$ cat config.mk
export PLATFORM = sky130hd
export DESIGN_NAME = tt_mask_idx_arb_flat
export DESIGN_NICKNAME = d
export VERILOG_FILES = /design/src/rtl/tt_mask_idx_arb_if.sv /design/src/rtl/tt_mask_idx_arb.sv /design/src/flat_wrapper.sv
export SDC_FILE = /design/constraint.sdc
export NUM_CORES = 1
export LEC_CHECK = 0
export ABC_AREA = 1
export BUFFER_PORTS_ARGS = -buffer_cell sky130_fd_sc_hd__buf_4
export CAP_MARGIN = 20
export CORE_ASPECT_RATIO = 0.7
export CORE_MARGIN = 2
export CORE_UTILIZATION = 58
export CTS_BUF_LIST = sky130_fd_sc_hd__clkbuf_4 sky130_fd_sc_hd__clkbuf_8 sky130_fd_sc_hd__clkbuf_16
export DETAILED_ROUTE_END_ITERATION = 10
export PLACE_DENSITY = 0.8
export SLEW_MARGIN = 20
export SYNTH_ARGS = -nofsm -noshare
export SYNTH_HDL_FRONTEND = slang
export SYNTH_SLANG_ARGS = --single-unit
$ cat constraint.sdc
create_clock -name i_clk -period 14.6 [get_ports i_clk]
set_input_delay 2.92 -clock i_clk [delete_from_list [all_inputs] [get_ports i_clk]]
set_output_delay 2.92 -clock i_clk [all_outputs]
set_load 0.02 [all_outputs]
$ cat src/rtl/tt_mask_idx_arb_if.sv
// -----------------------------------------------------------------------------
// tt_mask_idx_arb_if
//   Bundles the item channel of tt_mask_idx_arb: the two upstream producer
//   push/credit paths, the downstream credited item path and the error flag.
//   master : producer/consumer side (drives pushes and downstream credits)
//   slave  : arbiter side (drives credits back upstream and downstream items)
// Signals
//   i_req_valid  [1:0]         per-requester item push
//   i_req_item   [2*ITEM_W-1:0] per-requester item, [ITEM_W-1:0] is req 0
//   i_req_last   [1:0]         pushed item is last of its memop
//   o_req_credit [1:0]         one-cycle credit return pulse per requester
//   o_dn_valid                 downstream item valid
//   o_dn_item    [ITEM_W-1:0]  downstream item
//   o_dn_last                  downstream last-of-memop flag
//   o_dn_src                   requester id of o_dn_item
//   i_dn_credit                downstream credit return pulse
//   o_err                      sticky protocol error
// -----------------------------------------------------------------------------
interface tt_mask_idx_arb_if #(
  parameter int ITEM_W = 65
);
  logic [1:0]          i_req_valid;
  logic [2*ITEM_W-1:0] i_req_item;
  logic [1:0]          i_req_last;
  logic [1:0]          o_req_credit;
  logic                o_dn_valid;
  logic [ITEM_W-1:0]   o_dn_item;
  logic                o_dn_last;
  logic                o_dn_src;
  logic                i_dn_credit;
  logic                o_err;

  modport master (
    output i_req_valid, i_req_item, i_req_last, i_dn_credit,
    input  o_req_credit, o_dn_valid, o_dn_item, o_dn_last, o_dn_src, o_err
  );

  modport slave (
    input  i_req_valid, i_req_item, i_req_last, i_dn_credit,
    output o_req_credit, o_dn_valid, o_dn_item, o_dn_last, o_dn_src, o_err
  );
endinterface

$ cat src/rtl/tt_mask_idx_arb.sv
// -----------------------------------------------------------------------------
// tt_mask_idx_arb
//   Shares one credited mask/index item channel into the LSU between two
//   producers (req 0 = load pipe, req 1 = store pipe). Each requester's items
//   sit in a private FIFO; one upstream credit is returned per item consumed.
//   Arbitration is round-robin but locked per memop: the winner keeps the
//   channel until its last-index item issues.
// Ports
//   i_clk    clock
//   i_reset  asynchronous reset, active-high
//   bus      tt_mask_idx_arb_if.slave (request pushes, credits, downstream)
// Configuration
//   TT_MASK_IDX_ARB_CHK_EN : when defined, o_err sets (sticky) on a push into
//   a full FIFO or on a downstream credit while all credits are held, and a
//   simulation-only $error is printed per event. When undefined, o_err is 0.
// -----------------------------------------------------------------------------
module tt_mask_idx_arb #(
  parameter int REQ_DEPTH  = 2,
  parameter int DN_CREDITS = 2,
  parameter int ITEM_W     = 65
) (
  input  logic              i_clk,
  input  logic              i_reset,
  tt_mask_idx_arb_if.slave  bus
);
  localparam int PTR_W = (REQ_DEPTH > 1) ? $clog2(REQ_DEPTH) : 1;
  localparam int CNT_W = $clog2(REQ_DEPTH + 1);
  localparam int CRD_W = $clog2(DN_CREDITS + 1);
  localparam int ENT_W = ITEM_W + 1;
  localparam logic [PTR_W-1:0] PTR_LAST = PTR_W'(REQ_DEPTH - 1);
  localparam logic [CNT_W-1:0] CNT_FULL = CNT_W'(REQ_DEPTH);
  localparam logic [CRD_W-1:0] CRD_MAX  = CRD_W'(DN_CREDITS);

  typedef enum logic [0:0] {
    ST_IDLE   = 1'b0,
    ST_LOCKED = 1'b1
  } state_e;

  state_e            state_q, state_d;
  logic              rr_q, rr_d;
  logic              owner_q, owner_d;
  logic [ENT_W-1:0]  mem_q [2][REQ_DEPTH];
  logic [ENT_W-1:0]  mem_d [2][REQ_DEPTH];
  logic [PTR_W-1:0]  wr_ptr_q [2];
  logic [PTR_W-1:0]  wr_ptr_d [2];
  logic [PTR_W-1:0]  rd_ptr_q [2];
  logic [PTR_W-1:0]  rd_ptr_d [2];
  logic [CNT_W-1:0]  cnt_q [2];
  logic [CNT_W-1:0]  cnt_d [2];
  logic [CRD_W-1:0]  crd_q, crd_d;
  logic              dn_valid_q, dn_valid_d;
  logic [ITEM_W-1:0] dn_item_q, dn_item_d;
  logic              dn_last_q, dn_last_d;
  logic              dn_src_q, dn_src_d;
  logic [1:0]        req_credit_q, req_credit_d;

  logic [1:0]        nonempty_s, full_s, push_s, pop_s;
  logic              have_s, sel_s, issue_s;
  logic [ENT_W-1:0]  head_s;

  // Circular pointer advance that also handles non-power-of-two depths.
  function automatic logic [PTR_W-1:0] ptr_inc(input logic [PTR_W-1:0] p);
    if (p == PTR_LAST) begin
      ptr_inc = '0;
    end else begin
      ptr_inc = p + PTR_W'(1);
    end
  endfunction

  // FIFO status flags; a push into a full FIFO is dropped even if it pops.
  always_comb begin
    for (int r = 0; r < 2; r++) begin
      nonempty_s[r] = (cnt_q[r] != '0);
      full_s[r]     = (cnt_q[r] == CNT_FULL);
      push_s[r]     = bus.i_req_valid[r] & ~full_s[r];
    end
  end

  // Requester selection, issue decision and lock/round-robin next state.
  always_comb begin
    sel_s   = rr_q;
    have_s  = 1'b0;
    state_d = state_q;
    rr_d    = rr_q;
    owner_d = owner_q;
    case (state_q)
      ST_IDLE: begin
        if (nonempty_s[rr_q]) begin
          sel_s  = rr_q;
          have_s = 1'b1;
        end else if (nonempty_s[~rr_q]) begin
          sel_s  = ~rr_q;
          have_s = 1'b1;
        end else begin
          sel_s  = rr_q;
          have_s = 1'b0;
        end
      end
      ST_LOCKED: begin
        // The other requester waits even with items and credits available.
        sel_s  = owner_q;
        have_s = nonempty_s[owner_q];
      end
      default: begin
        sel_s  = rr_q;
        have_s = 1'b0;
      end
    endcase
    head_s  = mem_q[sel_s][rd_ptr_q[sel_s]];
    // A same-cycle downstream credit is not used to enable issue.
    issue_s = have_s && (crd_q != '0);
    if (issue_s) begin
      if (head_s[ITEM_W]) begin
        state_d = ST_IDLE;
        rr_d    = ~sel_s;
      end else begin
        state_d = ST_LOCKED;
        owner_d = sel_s;
      end
    end else begin
      state_d = state_q;
    end
    pop_s = issue_s ? (sel_s ? 2'b10 : 2'b01) : 2'b00;
  end

  // FIFO storage, pointers and occupancy.
  always_comb begin
    mem_d = mem_q;
    for (int r = 0; r < 2; r++) begin
      wr_ptr_d[r] = wr_ptr_q[r];
      rd_ptr_d[r] = rd_ptr_q[r];
      cnt_d[r]    = cnt_q[r];
      if (push_s[r]) begin
        mem_d[r][wr_ptr_q[r]] = {bus.i_req_last[r], bus.i_req_item[r*ITEM_W +: ITEM_W]};
        wr_ptr_d[r]           = ptr_inc(wr_ptr_q[r]);
      end else begin
        wr_ptr_d[r] = wr_ptr_q[r];
      end
      if (pop_s[r]) begin
        rd_ptr_d[r] = ptr_inc(rd_ptr_q[r]);
      end else begin
        rd_ptr_d[r] = rd_ptr_q[r];
      end
      case ({push_s[r], pop_s[r]})
        2'b10:   cnt_d[r] = cnt_q[r] + CNT_W'(1);
        2'b01:   cnt_d[r] = cnt_q[r] - CNT_W'(1);
        default: cnt_d[r] = cnt_q[r];
      endcase
    end
  end

  // Downstream credit counter; a credit arriving while full is discarded.
  always_comb begin
    crd_d = crd_q;
    case ({bus.i_dn_credit, issue_s})
      2'b10:   crd_d = (crd_q == CRD_MAX) ? crd_q : crd_q + CRD_W'(1);
      2'b01:   crd_d = crd_q - CRD_W'(1);
      default: crd_d = crd_q;
    endcase
  end

  // Output register contents; data holds when nothing issues.
  always_comb begin
    dn_valid_d   = issue_s;
    req_credit_d = pop_s;
    if (issue_s) begin
      dn_item_d = head_s[ITEM_W-1:0];
      dn_last_d = head_s[ITEM_W];
      dn_src_d  = sel_s;
    end else begin
      dn_item_d = dn_item_q;
      dn_last_d = dn_last_q;
      dn_src_d  = dn_src_q;
    end
  end

  // State, FIFO and output flops; reset discards lock, contents and credits.
  always_ff @(posedge i_clk or posedge i_reset) begin
    if (i_reset) begin
      state_q      <= ST_IDLE;
      rr_q         <= 1'b0;
      owner_q      <= 1'b0;
      crd_q        <= CRD_MAX;
      dn_valid_q   <= 1'b0;
      dn_item_q    <= '0;
      dn_last_q    <= 1'b0;
      dn_src_q     <= 1'b0;
      req_credit_q <= 2'b00;
      for (int r = 0; r < 2; r++) begin
        wr_ptr_q[r] <= '0;
        rd_ptr_q[r] <= '0;
        cnt_q[r]    <= '0;
        for (int i = 0; i < REQ_DEPTH; i++) begin
          mem_q[r][i] <= '0;
        end
      end
    end else begin
      state_q      <= state_d;
      rr_q         <= rr_d;
      owner_q      <= owner_d;
      crd_q        <= crd_d;
      dn_valid_q   <= dn_valid_d;
      dn_item_q    <= dn_item_d;
      dn_last_q    <= dn_last_d;
      dn_src_q     <= dn_src_d;
      req_credit_q <= req_credit_d;
      mem_q        <= mem_d;
      for (int r = 0; r < 2; r++) begin
        wr_ptr_q[r] <= wr_ptr_d[r];
        rd_ptr_q[r] <= rd_ptr_d[r];
        cnt_q[r]    <= cnt_d[r];
      end
    end
  end

  assign bus.o_dn_valid   = dn_valid_q;
  assign bus.o_dn_item    = dn_item_q;
  assign bus.o_dn_last    = dn_last_q;
  assign bus.o_dn_src     = dn_src_q;
  assign bus.o_req_credit = req_credit_q;

`ifdef TT_MASK_IDX_ARB_CHK_EN
  logic err_q, err_d;

  // Sticky protocol-error flag: FIFO overflow or surplus downstream credit.
  always_comb begin
    err_d = err_q | (|(bus.i_req_valid & full_s)) |
            (bus.i_dn_credit & (crd_q == CRD_MAX));
  end

  // Error flag register.
  always_ff @(posedge i_clk or posedge i_reset) begin
    if (i_reset) begin
      err_q <= 1'b0;
    end else begin
      err_q <= err_d;
    end
  end

  assign bus.o_err = err_q;

`ifndef SYNTHESIS
  // Simulation-only report of each protocol error event.
  always_ff @(posedge i_clk) begin
    if (!i_reset) begin
      if (|(bus.i_req_valid & full_s)) begin
        $error("tt_mask_idx_arb: push into full FIFO dropped (valid=%b full=%b)",
               bus.i_req_valid, full_s);
      end
      if (bus.i_dn_credit && (crd_q == CRD_MAX)) begin
        $error("tt_mask_idx_arb: downstream credit dropped at full credit count");
      end
    end
  end
`endif
`else
  assign bus.o_err = 1'b0;
`endif

endmodule

$ cat src/flat_wrapper.sv
// flat-port wrapper written by rule: the top's interface ports become plain ports
module tt_mask_idx_arb_flat 
#(
  parameter int REQ_DEPTH  = 2,
  parameter int DN_CREDITS = 2,
  parameter int ITEM_W     = 65
)
  (i_clk, i_reset, bus_i_req_valid, bus_i_req_item, bus_i_req_last, bus_i_dn_credit, bus_o_req_credit, bus_o_dn_valid, bus_o_dn_item, bus_o_dn_last, bus_o_dn_src, bus_o_err);
  tt_mask_idx_arb_if #(.ITEM_W(ITEM_W)) bus_i ();
  input  logic i_clk;
  input  logic i_reset;
  input wire logic [$bits(bus_i.i_req_valid)-1:0] bus_i_req_valid;
  input wire logic [$bits(bus_i.i_req_item)-1:0] bus_i_req_item;
  input wire logic [$bits(bus_i.i_req_last)-1:0] bus_i_req_last;
  input wire logic [$bits(bus_i.i_dn_credit)-1:0] bus_i_dn_credit;
  output wire logic [$bits(bus_i.o_req_credit)-1:0] bus_o_req_credit;
  output wire logic [$bits(bus_i.o_dn_valid)-1:0] bus_o_dn_valid;
  output wire logic [$bits(bus_i.o_dn_item)-1:0] bus_o_dn_item;
  output wire logic [$bits(bus_i.o_dn_last)-1:0] bus_o_dn_last;
  output wire logic [$bits(bus_i.o_dn_src)-1:0] bus_o_dn_src;
  output wire logic [$bits(bus_i.o_err)-1:0] bus_o_err;
  assign bus_i.i_req_valid = bus_i_req_valid;
  assign bus_i.i_req_item = bus_i_req_item;
  assign bus_i.i_req_last = bus_i_req_last;
  assign bus_i.i_dn_credit = bus_i_dn_credit;
  assign bus_o_req_credit = bus_i.o_req_credit;
  assign bus_o_dn_valid = bus_i.o_dn_valid;
  assign bus_o_dn_item = bus_i.o_dn_item;
  assign bus_o_dn_last = bus_i.o_dn_last;
  assign bus_o_dn_src = bus_i.o_dn_src;
  assign bus_o_err = bus_i.o_err;
  tt_mask_idx_arb #(.REQ_DEPTH(REQ_DEPTH), .DN_CREDITS(DN_CREDITS), .ITEM_W(ITEM_W)) u_core (.i_clk(i_clk), .i_reset(i_reset), .bus(bus_i));
endmodule
Word-level counts from Yosys, hierarchy flattened

Index checks and enable logic that the tools add are counted.

Register bits after elaboration: 347
Input bits: 137
Word-level logic and storage cells: 110

Add/sub/neg operators: 10
Magnitude comparators: 9
Eq/ne operators: 10
Muxes and demuxes: 38
Bitwise gates (word level): 12
Reduce and logical (&&, ||, !) cells: 12

Operators by type and width:

| operator                                                              | number |
|---|---|
| 132-bit 2-to-1 mux                                                    | 3 |
| 66-bit 2-to-1 mux                                                     | 5 |
| 132-bit bitwise mux                                                   | 2 |
| 66-bit demux with 1-bit select                                        | 2 |
| 1-bit 2-to-1 mux                                                      | 18 |
| 2-bit == test (second input constant)                                 | 6 |
| 2-bit case mux with 2 select lines                                    | 3 |
| 2-bit nonzero test                                                    | 6 |
| 2-bit >= comparator (second input constant)                           | 4 |
| 1-bit NOT with 2-bit output                                           | 4 |
| 2-bit by 1-bit adder with 2-bit output (second input constant)        | 3 |
| 2-bit by 1-bit == test with 1-bit output (second input constant)      | 3 |
| 1-bit by 2-bit < comparator with 1-bit output (second input constant) | 3 |
| 2-bit 2-to-1 mux                                                      | 3 |
| 1-bit NOT                                                             | 6 |
| 2-bit AND reduction                                                   | 3 |
| 2-bit by 1-bit subtractor with 2-bit output (second input constant)   | 3 |
| 1-bit adder (second input constant)                                   | 4 |
| 2-bit by 1-bit < comparator with 1-bit output (second input constant) | 2 |
| 1-bit case mux with 2 select lines                                    | 2 |
| 1-bit logical AND                                                     | 3 |
| 1-bit AND                                                             | 2 |
| 2-bit inequality test (second input constant)                         | 1 |

Longest topological paths before layout

Gate-level depths: netlist of the first run.

Depth after elaboration: 16
Gate-level depth with buffers: 13
Gate-level depth less buffers: 12

Worst setup path before layout of the first run

No wires, ideal clock.

Path kind: input to register
From: input bus_i_req_valid[1]
To: register u_core.mem_q[125] (netlist bit)
Setup time: 0.131 ns
Data arrival time: 3.713 ns
Path slack: 10.756 ns
Stages: 7
Cell sequence: nand2_1 or2_1 buf_2 buf_6 buf_2 nand2_1 o21ai_0

Cells in the longest elaborated chain, start to end: 1

Ends and longest elaborated chain:

| item                 | RTL line               | source |
|---|---|---|
| start, declared      | flat_wrapper.sv:12     | `input wire logic [$bits(bus_i.i_req_valid)-1:0] bus_i_req_valid;` |
| 1-bit AND            | tt_mask_idx_arb.sv:75  | `push_s[r] = bus.i_req_valid[r] & ~full_s[r];` |
| end signal, assigned | tt_mask_idx_arb.sv:207 | `mem_q <= mem_d;` |
| end, declared        | tt_mask_idx_arb.sv:42  | `logic [ENT_W-1:0] mem_q [2][REQ_DEPTH];` |

No other way between the ends.
A chain may end at the register's enable or synchronous reset.

==> summary.txt, run 1 <==
Clock tree
  – CTS tree: built
  – H-tree level count: 2
  – CTS-repair resized insts: 0
  – CTS buffer count: 35
  – CTS Sinks: 347
  – # hold bufs at CTS: 0
  – Longest Clk Path Bufs: 3
  – Setup Fix Bufs, Post-CTS: 0
  – Clock transition at path regs: roughly 60 ps
  – Clk root buf: clkbuf_16
  – Skew-Pair Late Insertion Delay: approximately 500 ps

Worst hold path
  – Hold path startpoint: u_core.bus.o_dn_item[20]
  – Worst hold path type: flip-flop to flip-flop
  – Hold Path Cell Cnt: 2
  – Hold Path End: u_core.bus.o_dn_item[20]

STA
  – Final hold viol count: 0
  – Clock Skew: between 10 and 15 ps
  – Sum Neg Setup Slack: 0 ps
  – Final Worst Setup Slack: slightly below 10,000 ps
  – Min Tclk post-route: 4660 ps
  – Worst rel slew slack: 0.279
  – Crit share post-route: 0.319
  – Fmax: 215 MHz
  – Max-slew violations: 0
  – Slew @ Worst Pin: between 1000 and 1500 ps
  – Final setup fails: 0
  – RSZ-0062 raised after global routing: no

Critical path
  – Worst-path maximum fanout: 184
  – CP most frequent cell: buf_4
  – R2R Setup Slk: approximately 11,000 ps
  – Worst Setup Start Kind: primary input
  – Crit path largest cell delay: between 700 and 800 ps
  – R2R depth: 12
  – Worst-path cell chain: buf_4 -> inv_8 -> buf_12 -> buf_4
  – Worst setup path category: primary input to asynchronous set/reset pin
  – Critical-path top delay cell: buf_12
  – CP required: between 15,000 and 20,000 ps
  – CP Capture Type: asynchronous set/reset pin
  – WP data arrival: 5200 ps
  – Reg-to-Reg Start: u_core.cnt_q[0]
  – R2R Path End: u_core.bus.o_dn_item[36]

Floorplanning
  – Starting Density: 0.589
  – # rows: 49
  – I/O Pins: roughly 210
  – Die area: ~0.027 mm^2
  – Die width: 197 um
  – Core footprint: roughly 0.026 mm^2
  – DIE HEIGHT: about 140 um

Power
  – Internal: about 2700 uW
  – NetSw: 2060 uW
  – Leakage power total: around 0.0092 uW
  – Gate power share: 0.450
  – Clock share of power: 0.188
  – Power per cell area: ~270 mW/mm^2
  – Sequential share of power: 0.362
  – Worst VDD drop: 0.277 mV
  – Sw Share: 0.435

Cells and area
  – Filler cell count: a little over 2,000
  – Final instance area: 0.0177 mm^2
  – Core Util, Final: 0.689
  – Post-route insts no fill: around 2,300
  – Area Growth Syn to Fin: 16.9%
  – NumNets Final: between 2,000 and 2,500
  – Antenna cells: 0
  – Share of cells above drive strength 1: 0.150

Synthesis
  – Seq/Total Area, Yosys: 0.574
  – Yosys reg bits: 347
  – YS warnings: 0
  – Synth Cell Area: around 0.015 mm^2
  – Synth area leaders: dfrtp_1 (57%), nand2_1 (17%), o21ai_0 (8.2%), nand3_1 (6.8%), inv_1 (3.6%)
  – Biggest area consumer among synthesized cells: dfrtp_1
  – Post-Synthesis Cells: ~1,800
  – Net Count, Synth: slightly below 2,000
  – Synth top area share: 0.572
  – Syn_area_per_cell: approximately 8.4 um^2
  – Post-synth cell types: 29

Outcome
  – Status: complete, no violations

Detailed routing
  – Vias per std cell: 5.51
  – DR WL/cell: 16.6 um
  – 1st-iter DRT viols: roughly 1,100
  – Via count: ~13,000
  – First-pass DRT Iterations: 8
  – ANT nets after route: 0
  – Drt total wl: approximately 38 mm
  – DRC: 0

Placement
  – PortBufs: between 200 and 250
  – Dpl cell area: between 0.015 and 0.02 mm^2
  – Place WS: roughly 9300 ps
  – Placed insts: 2,243
  – Dpl hpwl: about 22 mm
  – Final Wtd Congestion: 0.765

Global route
  – Total GRT Usage: 0.286
  – Total gr overflow: 0
  – Vias in the first global route: roughly 13,000
  – Global-route wire length before repair: ~63 mm
  – Largest net degree at the start of global routing: around 190
  – Antenna violations before repair: 0

Job
  – Max-cap violations: 0
## stage by stage
| step | total power, uW | hold WS [ps] |
|---|---|---|
| after floorplan | 3260 | 453 |
| after global placement | 3720 | 463 |
| after detailed placement | 3820 | 466 |
| after CTS | 4740 | 483 |
| after global routing | 5110 | 503 |
| final | 4730 | 478 |
## power groups by stage
stage / clock [uW] / combinational, uW / sequential [uW]
6_report: 887 / 2130 / 1710
5_1_grt: 941 / 2410 / 1760
4_1_cts: 901 / 2130 / 1710
3_3_place_gp: 0 / 2020 / 1700
3_5_place_dp: 0 / 2110 / 1710
2_1_floorplan: 0 / 1490 / 1770
## sequential cells by signal, summed over array words and instances, names as in the netlist
name / flops
u_core.bus.o_dn_item: 65
u_core.bus.o_dn_last: 1
u_core.bus.o_dn_src: 1
u_core.bus.o_dn_valid: 1
u_core.bus.o_req_credit: 2
u_core.cnt_q: 4
u_core.crd_q: 2
u_core.mem_q: 264
u_core.owner_q: 1
u_core.rd_ptr_q: 2
u_core.rr_q: 1
u_core.state_q: 1
u_core.wr_ptr_q: 2
## cells in the final DEF (no fill, tap or decap)
| cell | n |
|---|---|
| nand2_1 | 697 |
| inv_1 | 143 |
| ha_1 | 2 |
| clkinv_2 | 5 |
| conb_1 | 1 |
| o21ai_1 | 21 |
| nand2_2 | 4 |
| buf_12 | 1 |
| nand4_1 | 2 |
| xnor2_1 | 3 |
| nand3_1 | 203 |
| nand3_4 | 2 |
| clkbuf_4 | 11 |
| nand3b_1 | 2 |
| clkbuf_16 | 37 |
| nor2_1 | 2 |
| o21bai_1 | 1 |
| xor2_1 | 3 |
| dfrtp_1 | 346 |
| clkbuf_8 | 6 |
| dfstp_2 | 1 |
| nor2_2 | 1 |
| buf_4 | 217 |
| inv_8 | 1 |
| nand2_4 | 1 |
| a21oi_1 | 2 |
| bufinv_16 | 1 |
| o21ai_4 | 1 |
| o21ai_0 | 248 |
| o211ai_1 | 1 |
| a21oi_2 | 1 |
| or2_4 | 2 |
| inv_2 | 2 |
| inv_4 | 1 |
## metal layers
layer | track usage | part of all wire
met1 | 0.409 | 0.44
met2 | 0.454 | 0.47
met3 | 0.0489 | 0.070
met4 | 0.0851 | 0.019
met5 | 0 | 0
## critical path, delay by kind of cell
kind / cells / cell delay, ps
buffers and inverters: 4 / 2050
## synthesized netlist by cell type, drive strengths merged
cell	n
dfstp	1
o211ai	1
o21bai	1
nor2	3
nand2	702
a21oi	3
xor2	3
or2	2
conb	1
inv	147
ha	2
clkbuf	43
xnor2	3
nand4	2
buf	73
nand3b	2
nand3	205
dfrtp	346
o21ai	270
## cell families after synthesis
group | Yosys count | share of synthesized area
xor gates and xnor gates | 6 | 0.00347
AOI/OAI and AO/OA | 275 | 0.0917
adders and majority gates | 2 | 0.00165
DFF | 347 | 0.574
and+or+nand+nor | 916 | 0.247
other | 1 | 0.000248
buffers and inverters | 263 | 0.0827
## worst max path at each step
stage / startpoint / end / slack (ps) / depth (start not counted)
after floorplan: i_reset / u_core.bus.o_dn_item[0] / 2060 / 1
after global placement: i_reset / u_core.bus.o_dn_item[20] / 9340 / 4
after detailed placement: i_reset / u_core.mem_q[152] / 9310 / 4
after CTS: i_reset / u_core.mem_q[149] / 9850 / 4
after global routing: i_reset / u_core.mem_q[86] / 9570 / 4
final: i_reset / u_core.mem_q[215] / 9940 / 4
## layout make-up
class | instances | area (um^2) | area share
clock inverter | 6 | 55.1 | 0.00311
tap | 331 | 414 | 0.0234
timing repair buffer | 218 | 1650 | 0.0932
sequential | 347 | 8680 | 0.491
multi-input combinational | 1200 | 5240 | 0.296
clock buffer | 54 | 1090 | 0.0617
inverter | 147 | 562 | 0.0317
No activity file was read; power rests on OpenSTA's default activity.
==> run 2, diff against run 1 <==
--- a/config.mk
+++ b/config.mk
@@ -10,10 +10,10 @@
 export CAP_MARGIN = 20
 export CORE_ASPECT_RATIO = 0.7
 export CORE_MARGIN = 2
-export CORE_UTILIZATION = 58
+export CORE_UTILIZATION = 52
 export CTS_BUF_LIST = sky130_fd_sc_hd__clkbuf_4 sky130_fd_sc_hd__clkbuf_8 sky130_fd_sc_hd__clkbuf_16
 export DETAILED_ROUTE_END_ITERATION = 10
-export PLACE_DENSITY = 0.8
+export PLACE_DENSITY = 0.76
 export SLEW_MARGIN = 20
 export SYNTH_ARGS = -nofsm -noshare
 export SYNTH_HDL_FRONTEND = slang
==> constraint.sdc (replaced) <==
create_clock -name i_clk -period 3.8 [get_ports i_clk]
set_input_delay 0.76 -clock i_clk [delete_from_list [all_inputs] [get_ports i_clk]]
set_output_delay 0.76 -clock i_clk [all_outputs]
set_load 0.02 [all_outputs]
==> summary.txt, run 2 (synthesis gave the netlist of run 1 again) <==
Outcome
  – Status: complete, no violations

Power
  – Leakage power total: ~0.0094 uW
  – Worst VDD drop: between 1 and 1.5 mV
  – Clock share of power: 0.199
  – Internal: around 11,000 uW
  – Sw Share: 0.427
  – Power per cell area: slightly above 1000 mW/mm^2
  – NetSw: ~7900 uW
  – Sequential share of power: 0.356
  – Gate power share: 0.445

STA
  – Final Worst Setup Slack: approximately 1000 ps
  – Max-slew violations: 0
  – Clock Skew: between 15 and 20 ps
  – Worst rel slew slack: 0.331
  – RSZ-0062 raised after global routing: no
  – Slew @ Worst Pin: 1000 ps
  – Final setup fails: 0
  – Final hold viol count: 0
  – Min Tclk post-route: between 2000 and 3000 ps
  – Crit share post-route: 0.742
  – Fmax: around 350 MHz

Clock tree
  – Clock transition at path regs: roughly 70 ps
  – Clk root buf: clkbuf_16
  – Skew-Pair Late Insertion Delay: about 520 ps
  – # hold bufs at CTS: 0
  – CTS buffer count: 35
  – CTS-repair resized insts: 0
  – Setup Fix Bufs, Post-CTS: 0
  – CTS Sinks: around 350
  – Longest Clk Path Bufs: 3
  – H-tree level count: 2
  – CTS tree: built

Cells and area
  – Final instance area: between 0.015 and 0.02 mm^2
  – Filler cell count: 2,478
  – Core Util, Final: 0.628
  – Area of the multi-input gates: between 0.005 and 0.006 mm^2
  – Register area: a little under 0.009 mm^2
  – Commonest non-fill, non-tap cell in the layout: nand2_1
  – NumNets Final: ~2,100
  – Commonest non-fill, non-tap cells in the layout: nand2_1 (697), dfrtp_1 (346), o21ai_0 (248)
  – Most flops, register: u_core.mem_q
  – Area Growth Syn to Fin: 19.4%
  – Largest register FFs: approximately 260
  – Share of cells above drive strength 1: 0.156

Critical path
  – CP most frequent cell: nand2_1
  – Worst setup path category: flip-flop to flip-flop
  – WP buf/inv: 2
  – Critical-path top delay cell: buf_4
  – WP data arrival: 3210 ps
  – Worst-path maximum fanout: 67
  – Crit-path leading delay family: simple AND/OR/NAND/NOR gates
  – Worst Setup Start Kind: flip-flop
  – CP required: approximately 4200 ps
  – Crit path largest cell delay: between 600 and 700 ps
  – Worst-path cell chain: inv_2 -> nand2_1 -> nand2_1 -> nand2_2 -> nand2_4 -> buf_4 -> nor2_1 -> ha_1 -> a21oi_1 -> o21ai_0 -> xor2_1
  – CP Capture Type: flip-flop

Global route
  – Global-route wire length before repair: between 60 and 70 mm
  – Antenna violations before repair: 1
  – Total gr overflow: 0
  – Total GRT Usage: 0.262
  – Largest net degree at the start of global routing: 74
  – Vias in the first global route: around 13,000

Detailed routing
  – First-pass DRT Iterations: 6
  – 1st-iter DRT viols: a little over 1,000
  – DR WL/cell: 16.5 um
  – Drt total wl: about 39 mm
  – Via count: about 13,000
  – ANT nets after route: 0
  – DRC: 0
  – Vias per std cell: 5.35

Placement
  – Place WS: just under 1000 ps
  – Dpl cell area: approximately 0.017 mm^2
  – Final Wtd Congestion: 0.800
  – PortBufs: slightly above 200
  – Dpl hpwl: roughly 24 mm

Floorplanning
  – Die area: approximately 0.031 mm^2
  – Core footprint: roughly 0.029 mm^2
  – Die width: about 210 um
  – # rows: 52
  – DIE HEIGHT: roughly 150 um
  – Starting Density: 0.526
  – I/O Pins: ~210

Worst hold path
  – Worst hold path type: primary input to asynchronous set/reset pin

Job
  – Max-cap violations: 0
==> run 2: power by group through the flow <==
stage                     clock network [uW]  registers (uW)  logic [uW]
after detailed placement                   0            6600        8260
after global placement                     0            6540        7960
final                                   3690            6600        8250
after CTS                               3740            6570        8320
after floorplan                            0            6800        5740
after global routing                    3900            6790        9380
==> run 2: final cells by class <==
cell class,count,share of cell area
antenna,1,0.000138
clock buffer,53,0.0613
clock inverter,7,0.00748
inverter,147,0.0309
multi-input combinational,1200,0.290
sequential,347,0.481
tap,378,0.0262
timing repair buffer,234,0.103
==> run 2: per-stage QoR <==
stage               hold slack (ps)  power [uW]  TNS, ps  instances
finish                          465       18500        0       2367
global route                    498       20100        0       2367
CTS                             473       18600        0       2366
detailed placement              467       14900        0       2306
global placement                465       14500        0       2306
floorplan                       453       12500  -555200       1810
==> run 2: worst paths after layout <==
path / cells after the start / startpoint / to / slack [ps]
setup / recovery: 11 / u_core.cnt_q[0] / u_core.cnt_q[1] / 980
hold / removal: 2 / i_reset / u_core.mem_q[260] / 460
setup reg to reg: 11 / u_core.cnt_q[0] / u_core.cnt_q[1] / 980
hold reg to reg: 2 / u_core.bus.o_dn_item[45] / u_core.bus.o_dn_item[45] / 480
max in group asynchronous: 3 / i_reset / u_core.bus.o_dn_item[26] / 2480
min in group i_clk: 2 / u_core.bus.o_dn_item[45] / u_core.bus.o_dn_item[45] / 480
==> run 2: metal layers <==
metal	track usage	up-vias	wire, um
li1	-	6031	-
met1	0.374	6120	17400
met2	0.413	445	17800
met3	0.0532	59	3010
met4	0.0709	0	793
met5	0	-	0
